### config.mk
export PLATFORM = sky130hd
export DESIGN_NAME = alu_cmd_issuer
export DESIGN_NICKNAME = d
export VERILOG_FILES = /design/src/rtl/alu_pkg.sv /design/src/rtl/alu_req_fifo.sv /design/src/rtl/alu_cmd_issuer.sv
export SDC_FILE = /design/constraint.sdc
export NUM_CORES = 1
export LEC_CHECK = 0
export CORE_ASPECT_RATIO = 1.75
export CORE_UTILIZATION = 39
export CTS_BUF_LIST = sky130_fd_sc_hd__clkbuf_8 sky130_fd_sc_hd__clkbuf_16
export CTS_CLUSTER_DIAMETER = 60
export DETAILED_ROUTE_END_ITERATION = 7
export SLEW_MARGIN = 20
export SYNTH_ARGS = -nofsm -noshare
export SYNTH_HDL_FRONTEND = slang
export SYNTH_SLANG_ARGS = --single-unit
### constraint.sdc
create_clock -name CLK -period 3.9 [get_ports CLK]
set_input_delay 0.78 -clock CLK [delete_from_list [all_inputs] [get_ports CLK]]
set_output_delay 0.78 -clock CLK [all_outputs]
set_load 0.05 [all_outputs]
### src/rtl/alu_pkg.sv
// alu_pkg: shared types and constants for the ALU command issuer.
// Holds request/response layouts, field offsets, FSM encoding, MUL codes.
package alu_pkg;

    // REQ_DATA layout, MSB first
    typedef struct packed {
        logic [1:0] inp_valid;
        logic [7:0] opa;
        logic [7:0] opb;
        logic [3:0] cmd;
        logic       cin;
        logic       mode;
    } req_t;

    // RSP_DATA layout, MSB first
    typedef struct packed {
        logic [1:0]  tag;
        logic [15:0] res;
        logic        cout;
        logic        oflow;
        logic        g;
        logic        e;
        logic        l;
        logic        err;
    } rsp_t;

    localparam int REQ_W = 24;
    localparam int RSP_W = 24;

    localparam int REQ_IV_LSB   = 22;
    localparam int REQ_OPA_LSB  = 14;
    localparam int REQ_OPB_LSB  = 6;
    localparam int REQ_CMD_LSB  = 2;
    localparam int REQ_CIN_BIT  = 1;
    localparam int REQ_MODE_BIT = 0;

    localparam int RSP_TAG_LSB   = 22;
    localparam int RSP_RES_LSB   = 6;
    localparam int RSP_COUT_BIT  = 5;
    localparam int RSP_OFLOW_BIT = 4;
    localparam int RSP_G_BIT     = 3;
    localparam int RSP_E_BIT     = 2;
    localparam int RSP_L_BIT     = 1;
    localparam int RSP_ERR_BIT   = 0;

    localparam logic [1:0] ST_IDLE = 2'd0;
    localparam logic [1:0] ST_WAIT = 2'd1;
    localparam logic [1:0] ST_HOLD = 2'd2;

    localparam logic [3:0] CMD_MUL_A = 4'd9;
    localparam logic [3:0] CMD_MUL_B = 4'd10;

    function automatic logic is_mul(
        input logic       mode,
        input logic [3:0] cmd
    );
        return mode && (cmd == CMD_MUL_A || cmd == CMD_MUL_B);
    endfunction

endpackage

### src/rtl/alu_req_fifo.sv
// alu_req_fifo: DEPTH-entry synchronous FIFO, sync active-high reset.
// Ports: CLK, RST, PUSH/WDATA, POP/RDATA (head), COUNT, FULL, EMPTY.
module alu_req_fifo #(
    parameter int DEPTH = 4,
    parameter int W     = 24
) (
    input  logic                   CLK,
    input  logic                   RST,
    input  logic                   PUSH,
    input  logic [W-1:0]           WDATA,
    input  logic                   POP,
    output logic [W-1:0]           RDATA,
    output logic [$clog2(DEPTH):0] COUNT,
    output logic                   FULL,
    output logic                   EMPTY
);

    localparam int AW = $clog2(DEPTH);
    localparam int CW = AW + 1;

    logic [W-1:0]  mem [DEPTH];
    logic [AW-1:0] wptr;
    logic [AW-1:0] rptr;
    logic [CW-1:0] cnt;
    logic          push_ok;
    logic          pop_ok;

    assign FULL    = (cnt == CW'(DEPTH));
    assign EMPTY   = (cnt == '0);
    assign push_ok = PUSH && !FULL;
    assign pop_ok  = POP && !EMPTY;
    assign RDATA   = mem[rptr];
    assign COUNT   = cnt;

    always_ff @(posedge CLK) begin
        if (push_ok) begin
            mem[wptr] <= WDATA;
        end
    end

    // DEPTH is a power of two, so pointers wrap naturally
    always_ff @(posedge CLK) begin
        if (RST) begin
            wptr <= '0;
            rptr <= '0;
            cnt  <= '0;
        end else begin
            if (push_ok) begin
                wptr <= wptr + AW'(1);
            end
            if (pop_ok) begin
                rptr <= rptr + AW'(1);
            end
            case ({push_ok, pop_ok})
                2'b10:   cnt <= cnt + CW'(1);
                2'b01:   cnt <= cnt - CW'(1);
                default: cnt <= cnt;
            endcase
        end
    end

endmodule

### src/rtl/alu_cmd_issuer.sv
// alu_cmd_issuer: queues ALU requests, issues one at a time, waits the
// ALU latency, captures results and returns them with a 2-bit tag.
// Ports: CLK/RST; REQ_* request in; OPA..INP_VALID ALU drive;
// RES..ERR ALU results; RSP_* response out; FIFO_COUNT occupancy.
module alu_cmd_issuer
    import alu_pkg::*;
#(
    parameter int DEPTH   = 4,
    parameter int ALU_LAT = 1,
    parameter int MUL_LAT = 2
) (
    input  logic                   CLK,
    input  logic                   RST,
    input  logic                   REQ_VALID,
    output logic                   REQ_READY,
    input  logic [23:0]            REQ_DATA,
    output logic [7:0]             OPA,
    output logic [7:0]             OPB,
    output logic [3:0]             CMD,
    output logic                   CIN,
    output logic                   MODE,
    output logic                   CE,
    output logic [1:0]             INP_VALID,
    input  logic [15:0]            RES,
    input  logic                   COUT,
    input  logic                   OFLOW,
    input  logic                   G,
    input  logic                   E,
    input  logic                   L,
    input  logic                   ERR,
    output logic                   RSP_VALID,
    input  logic                   RSP_READY,
    output logic [23:0]            RSP_DATA,
    output logic [$clog2(DEPTH):0] FIFO_COUNT
);

    localparam int LMAX = (ALU_LAT > MUL_LAT) ? ALU_LAT : MUL_LAT;
    localparam int LW   = $clog2(LMAX + 1);

    logic [1:0]    state;
    req_t          drv;
    req_t          head;
    rsp_t          rsp;
    logic [LW-1:0] lat_cnt;
    logic [1:0]    tag;
    logic          ce_q;
    logic          rsp_vld;
    logic          fifo_full;
    logic          fifo_empty;
    logic          pop;
    logic [23:0]   head_raw;

    // Popping only from IDLE keeps one command in flight; the
    // registered count means a fresh push is seen a cycle later.
    assign pop = (state == ST_IDLE) && !fifo_empty;

    alu_req_fifo #(
        .DEPTH (DEPTH),
        .W     (REQ_W)
    ) u_fifo (
        .CLK   (CLK),
        .RST   (RST),
        .PUSH  (REQ_VALID),
        .WDATA (REQ_DATA),
        .POP   (pop),
        .RDATA (head_raw),
        .COUNT (FIFO_COUNT),
        .FULL  (fifo_full),
        .EMPTY (fifo_empty)
    );

    assign head      = req_t'(head_raw);
    assign REQ_READY = !fifo_full;

    assign OPA       = drv.opa;
    assign OPB       = drv.opb;
    assign CMD       = drv.cmd;
    assign CIN       = drv.cin;
    assign MODE      = drv.mode;
    assign INP_VALID = drv.inp_valid;
    assign CE        = ce_q;
    assign RSP_VALID = rsp_vld;
    assign RSP_DATA  = rsp;

    always_ff @(posedge CLK) begin
        if (RST) begin
            state   <= ST_IDLE;
            drv     <= '0;
            rsp     <= '0;
            lat_cnt <= '0;
            tag     <= '0;
            ce_q    <= 1'b0;
            rsp_vld <= 1'b0;
        end else begin
            case (state)
                ST_IDLE: begin
                    if (pop) begin
                        drv     <= head;
                        ce_q    <= 1'b1;
                        lat_cnt <= is_mul(head.mode, head.cmd)
                                 ? LW'(MUL_LAT) : LW'(ALU_LAT);
                        state   <= ST_WAIT;
                    end
                end
                ST_WAIT: begin
                    // count==1 here is the edge where it reaches zero
                    if (lat_cnt == LW'(1)) begin
                        rsp     <= '{tag:   tag,
                                     res:   RES,
                                     cout:  COUT,
                                     oflow: OFLOW,
                                     g:     G,
                                     e:     E,
                                     l:     L,
                                     err:   ERR};
                        rsp_vld <= 1'b1;
                        ce_q    <= 1'b0;
                        lat_cnt <= '0;
                        state   <= ST_HOLD;
                    end else begin
                        lat_cnt <= lat_cnt - LW'(1);
                    end
                end
                ST_HOLD: begin
                    if (RSP_READY) begin
                        rsp_vld <= 1'b0;
                        tag     <= tag + 2'd1;
                        state   <= ST_IDLE;
                    end
                end
                default: begin
                    state <= ST_IDLE;
                end
            endcase
        end
    end

endmodule

# [Word level (Yosys, flattened, before mapping)]
# Memory sizes are Yosys's and may differ from the RTL's. A register that Yosys moved wholly into a read port is not among the register bits.
# Index checks and enable logic that the tools add are counted.
[totals] register_bits=63 ram_bits=96 out_inout_bits=54 elab_cells=78 mem_count=1
[mem_list] name="u_fifo.mem" words=4 width=24 read_ports=1 rd_ports_with_merged_regs=1 wr=1 line="alu_req_fifo.sv:21" text="logic [W-1:0] mem [DEPTH];"
[op_classes] add_sub_neg=6 eq_ne=11 n_mux=19 n_reduce_logical=19
[ops] op="2-to-1 mux 2 bit" n=8
[ops] op="AND reduction 3 bit" n=3
[ops] op="equality test 4 bit, second input constant" n=2
[ops] op="AND reduction 2 bit" n=4
[ops] op="adder 2 x 1 -> 2 bit, second input constant" n=3
[ops] op="equality test 2 x 1 -> 1 bit, second input constant" n=3
[ops] op="2-to-1 mux 1 bit" n=6
[ops] op="case mux 2 bit (3 select lines)" n=1
[ops] op="case mux 3 bit (2 select lines)" n=1
[ops] op="nonzero test 2 bit" n=3
[ops] op="equality test 2 bit, second input constant" n=2
[ops] op="logical AND 1 bit" n=4
[ops] op="inequality test 2 bit, second input constant" n=2
[ops] op="case mux 1 bit (2 select lines)" n=2
[ops] op="case mux 2 bit (2 select lines)" n=1
[ops] op="adder 3 x 1 -> 3 bit, second input constant" n=1
[ops] op="equality test 3 bit, second input constant" n=1
[ops] op="logical NOT 3 bit" n=1
[ops] op="subtractor 3 x 1 -> 3 bit, second input constant" n=1
[ops] op="logical NOT 1 bit" n=2
[ops] op="logical NOT 2 bit" n=1
[ops] op="inequality test 2 x 1 -> 1 bit, second input constant" n=1
[ops] op="subtractor 2 x 1 -> 2 bit, second input constant" n=1
[ops] op="logical OR 1 bit" n=1

# [Longest topological paths before layout]
[logic_depth] word_depth=6 ltp_mapped=11 mapped_depth_nobuf=9

# [Cells and area by module]
# From an unflattened synthesis, not the netlist that was laid out.
[hier_totals] cells_unflattened=435 hier_area_um2=6100.9
[by_module_without_submodules] mod="alu_req_fifo" n_inst=1 cells_per_inst=180 area_each_um2=3978.8 seq_area_each_um2=3062.9
[by_module_without_submodules] mod="alu_cmd_issuer" n_inst=1 cells_per_inst=255 area_each_um2=2122.0 seq_area_each_um2=1121.1

# [Worst setup path after synthesis]
# Ideal clock, no wire load.
[synth_timing] path_kind="flip-flop to flip-flop" startpoint="register u_fifo.cnt[2], in the netlist u_fifo.COUNT[2]" endpoint="register u_fifo.cnt[2], in the netlist u_fifo.COUNT[2]" setup_time_ps=70 t_arrival_ps=2823 setup_slack_ps=1006 path_stages_with_launch=10 synth_period_minus_slack_ps=2894 path_cell_list="dfxtp_1 > or3b_1 > and2_1 > inv_1 > ha_1 > inv_1 > fa_1 > xor2_1 > or3_1 > a21oi_1"
[synth_via] elab_cells_between_ends=13 cone_classes="add/sub: 2; eq/ne: 3; mux: 1; reduce/logical: 7"
[synth_lines] element="start: declaration" line="alu_req_fifo.sv:24" text="logic [CW-1:0] cnt;"
[synth_lines] element="start signal: assignment" line="alu_req_fifo.sv:55" text="2'b10: cnt <= cnt + CW'(1);"
[synth_lines] element="start signal: assignment" line="alu_req_fifo.sv:56" text="2'b01: cnt <= cnt - CW'(1);"
[synth_lines] element="start signal: assignment" line="alu_req_fifo.sv:57" text="default: cnt <= cnt;"
[synth_lines] element="equality test 3 bit (*)" line="alu_req_fifo.sv:28" text="assign FULL = (cnt == CW'(DEPTH));"
[synth_lines] element="logical NOT 1 bit (*)"
[synth_lines] element="named net REQ_READY" line="alu_cmd_issuer.sv:15" text="output logic REQ_READY,"
[synth_lines] element="logical AND 1 bit (*)" line="alu_req_fifo.sv:30" text="assign push_ok = PUSH && !FULL;"
[synth_lines] element="equality test 2 x 1 -> 1 bit or equality test 2 bit (tied branches)" line="alu_req_fifo.sv:54" text="case ({push_ok, pop_ok})"
[synth_lines] element="case mux 3 bit (2 select lines) or nonzero test 2 bit (tied branches)"
# The timed path passes the listed nets; every way through them passes the cells marked *.
# A chain may end at the register's enable or synchronous reset.

# [Worst setup path after layout]
[layout_timing] startpoint="register u_fifo.cnt[2], in the netlist u_fifo.COUNT[2]" endpoint="output REQ_READY"
[layout_via] elab_chain_cells=2
[layout_lines] element="equality test 3 bit" line="alu_req_fifo.sv:28"
[layout_lines] element="logical NOT 1 bit" line="alu_cmd_issuer.sv:73" text="assign REQ_READY = !fifo_full;"
[layout_lines] element="end: declaration" line="alu_cmd_issuer.sv:15"
# Every way passes these cells.

==> run metrics <==
status=finished, final reports clean; Clk Latency, worst-skew pair=0.41 ns; HPWL after detailed placement=7783 um; FFs w/ async S/R, synth=0; Synthesis Warnings=0; PwrDens=762.6 mW/mm^2; antenna cells=0; first-pass GRT wire length=18460 um; fin crit share=0.7114; deepest clock path buffer count=2; Post CTS Setup Buffer Count=0; Fmax=360.4 MHz; WS Path Type=flop to primary output; Yosys top cell by area=edfxtp_1; Synth Cell Area=0.005911 sq mm; Worst Path Max Fanout=6; Worst VDD drop=0.4331 mV; vias in the first global route=3614; vias per cell=4.995; RSZ-0062 raised after global routing=false; syn avg cell area=13.84 sq um; commonest cells in the netlist=101 x nand2_1, 96 x edfxtp_1, 65 x dfxtp_1; Core ar.=0.01484 sq mm; hold depth=2; Die Area=0.01567 sq mm; Synth top area share=0.4877; layout net count=591; Hold-fix buffers, CTS=0; Post-synth EDFFs=96; Yosys reg bits=161; Final setup viols=0; root buffer cell=clkbuf_16; wire per inst=16.44 um; final global-route overflow total=0; CTS tree=done; CP startpoint kind=flop; max_slew headroom=0.4310; first drt pass iteration count=4; pre-CTS setup slack=1.043 ns; ys flop type=edfxtp_1; placement-stage cell area=0.007124 sq mm; initial DRC count=138; top-count cell post-synth=nand2_1; Ports=104; GR Util All Layers=0.1626; GP Congestion=0.6936; crit end category=primary output; Hold WC Path Type=flop to flop; cts repair resizes=0; clock skew=0.007988 ns; Worst Path Arrival=1.99 ns; Synth area leaders=edfxtp_1 49%, dfxtp_1 22%, mux4_2 8.0%; Slew @ Worst Pin=0.8515 ns; Worst Reg-to-Reg Cells=9; post-route cell area=0.007702 sq mm; htree depth=4; Core Util, Final=0.5191; final worst setup slack=1.126 ns; vias=3646; post-layout min period=2.774 ns; setup tns final=0 ns; Worst-path clk slew=0.06 ns; DRC=0; Synth Net Count=484; Worst EP required=3.12 ns; die height=164.9 um; largest net degree at the start of global routing=65; row count=59; Leak=2.609 nW; Final Hold Vio Count=0; post-synth cell types=35; Gate Count Post-Synth=427; Max Cap Violations=0; drt total wl=12000 um; share of layout cells above drive strength 1=0.1133; Area Overhead vs Synth=30.31%; max-slew violations=0; Routed Antenna Nets=0; initial antenna violation count=0; clock sinks=161; worst hold margin=0.4542 ns; sequential share of the synthesized area=0.7079; Buffers on Ports=103; starting density of the core=0.3983; CTS Buf Count=17; Die W=95.06 um
==> cell usage in the layout, fill, tap and decap left out, types with 3 or more instances in the layout <==
master	synthesis	final
a21oi_1	56	56
clkinv_2	0	5
mux4_1	3	3
inv_6	0	3
xnor2_1	3	3
clkdlybuf4s50_1	0	102
mux4_2	21	21
and3_1	4	4
xor2_1	5	5
buf_4	1	9
nor2_1	16	16
edfxtp_1	96	96
clkbuf_16	0	17
ha_1	6	6
inv_1	8	8
nand2_1	101	101
dfxtp_1	65	64
==> final timing paths <==
check                  startpoint         endpoint  slack, ns
hold / removal       RSP_DATA[21]     RSP_DATA[21]       0.45
setup reg to reg  u_fifo.COUNT[0]  u_fifo.COUNT[2]       1.34
hold reg to reg      RSP_DATA[21]     RSP_DATA[21]       0.45
setup / recovery  u_fifo.COUNT[2]        REQ_READY       1.13
==> stage by stage <==
step           std cells  power, W
6_report             730  0.005874
5_1_grt              730  0.006177
4_1_cts              730  0.005959
3_5_place_dp         698  0.004341
3_3_place_gp         698  0.004301
2_1_floorplan        427  0.003678
==> worst max-delay path, stage by stage (launching register included) <==
cell and delay, ns:
dfxtp_1 0.38, or3b_1 0.46, clkdlybuf4s50_1 0.75
==> report_power, final <==
group | switching [W] | internal [W]
combinational | 0.00129 | 0.000712
clock | 0.000644 | 0.000956
sequential | 0.000166 | 0.00211
total | 0.00210 | 0.00378
==> routing by layer <==
layer	GRT usage	part of all wire	wire length (um)	vias up
met3	0.03913	0.049	585	16
li1	-	-	-	1740
met4	0.07782	0.023	270	0
met5	0	0	0	-
met1	0.1736	0.38	4605	1771
met2	0.2932	0.54	6537	119
==> state kept, by name, summed over array words and instances (netlist names), 3 cells and up, named ones only <==
name          flops
RSP_DATA         24
CMD               4
OPA               8
u_fifo.COUNT      3
OPB               8
u_fifo.mem       96
==> cell families after synthesis <==
family | share of synthesized area
AND/OR/NAND/NOR | 0.09420
flip-flops | 0.7079
AO/OA/AOI/OAI | 0.05186
XOR/XNOR | 0.01185
buffers and inverters | 0.02307
adder cells (fa/ha/maj) | 0.01609
multiplexers | 0.09505
==> final cells by class <==
cell class,instances,area [sq um]
tap,183,229.0
multi-input combinational,234,1590
sequential,161,4185
clock inverter,14,136.4
timing repair buffer,111,1089
clock buffer,18,439.2
fill,1285,7136
inverter,9,33.78
Power figures use the tool's default switching activity.
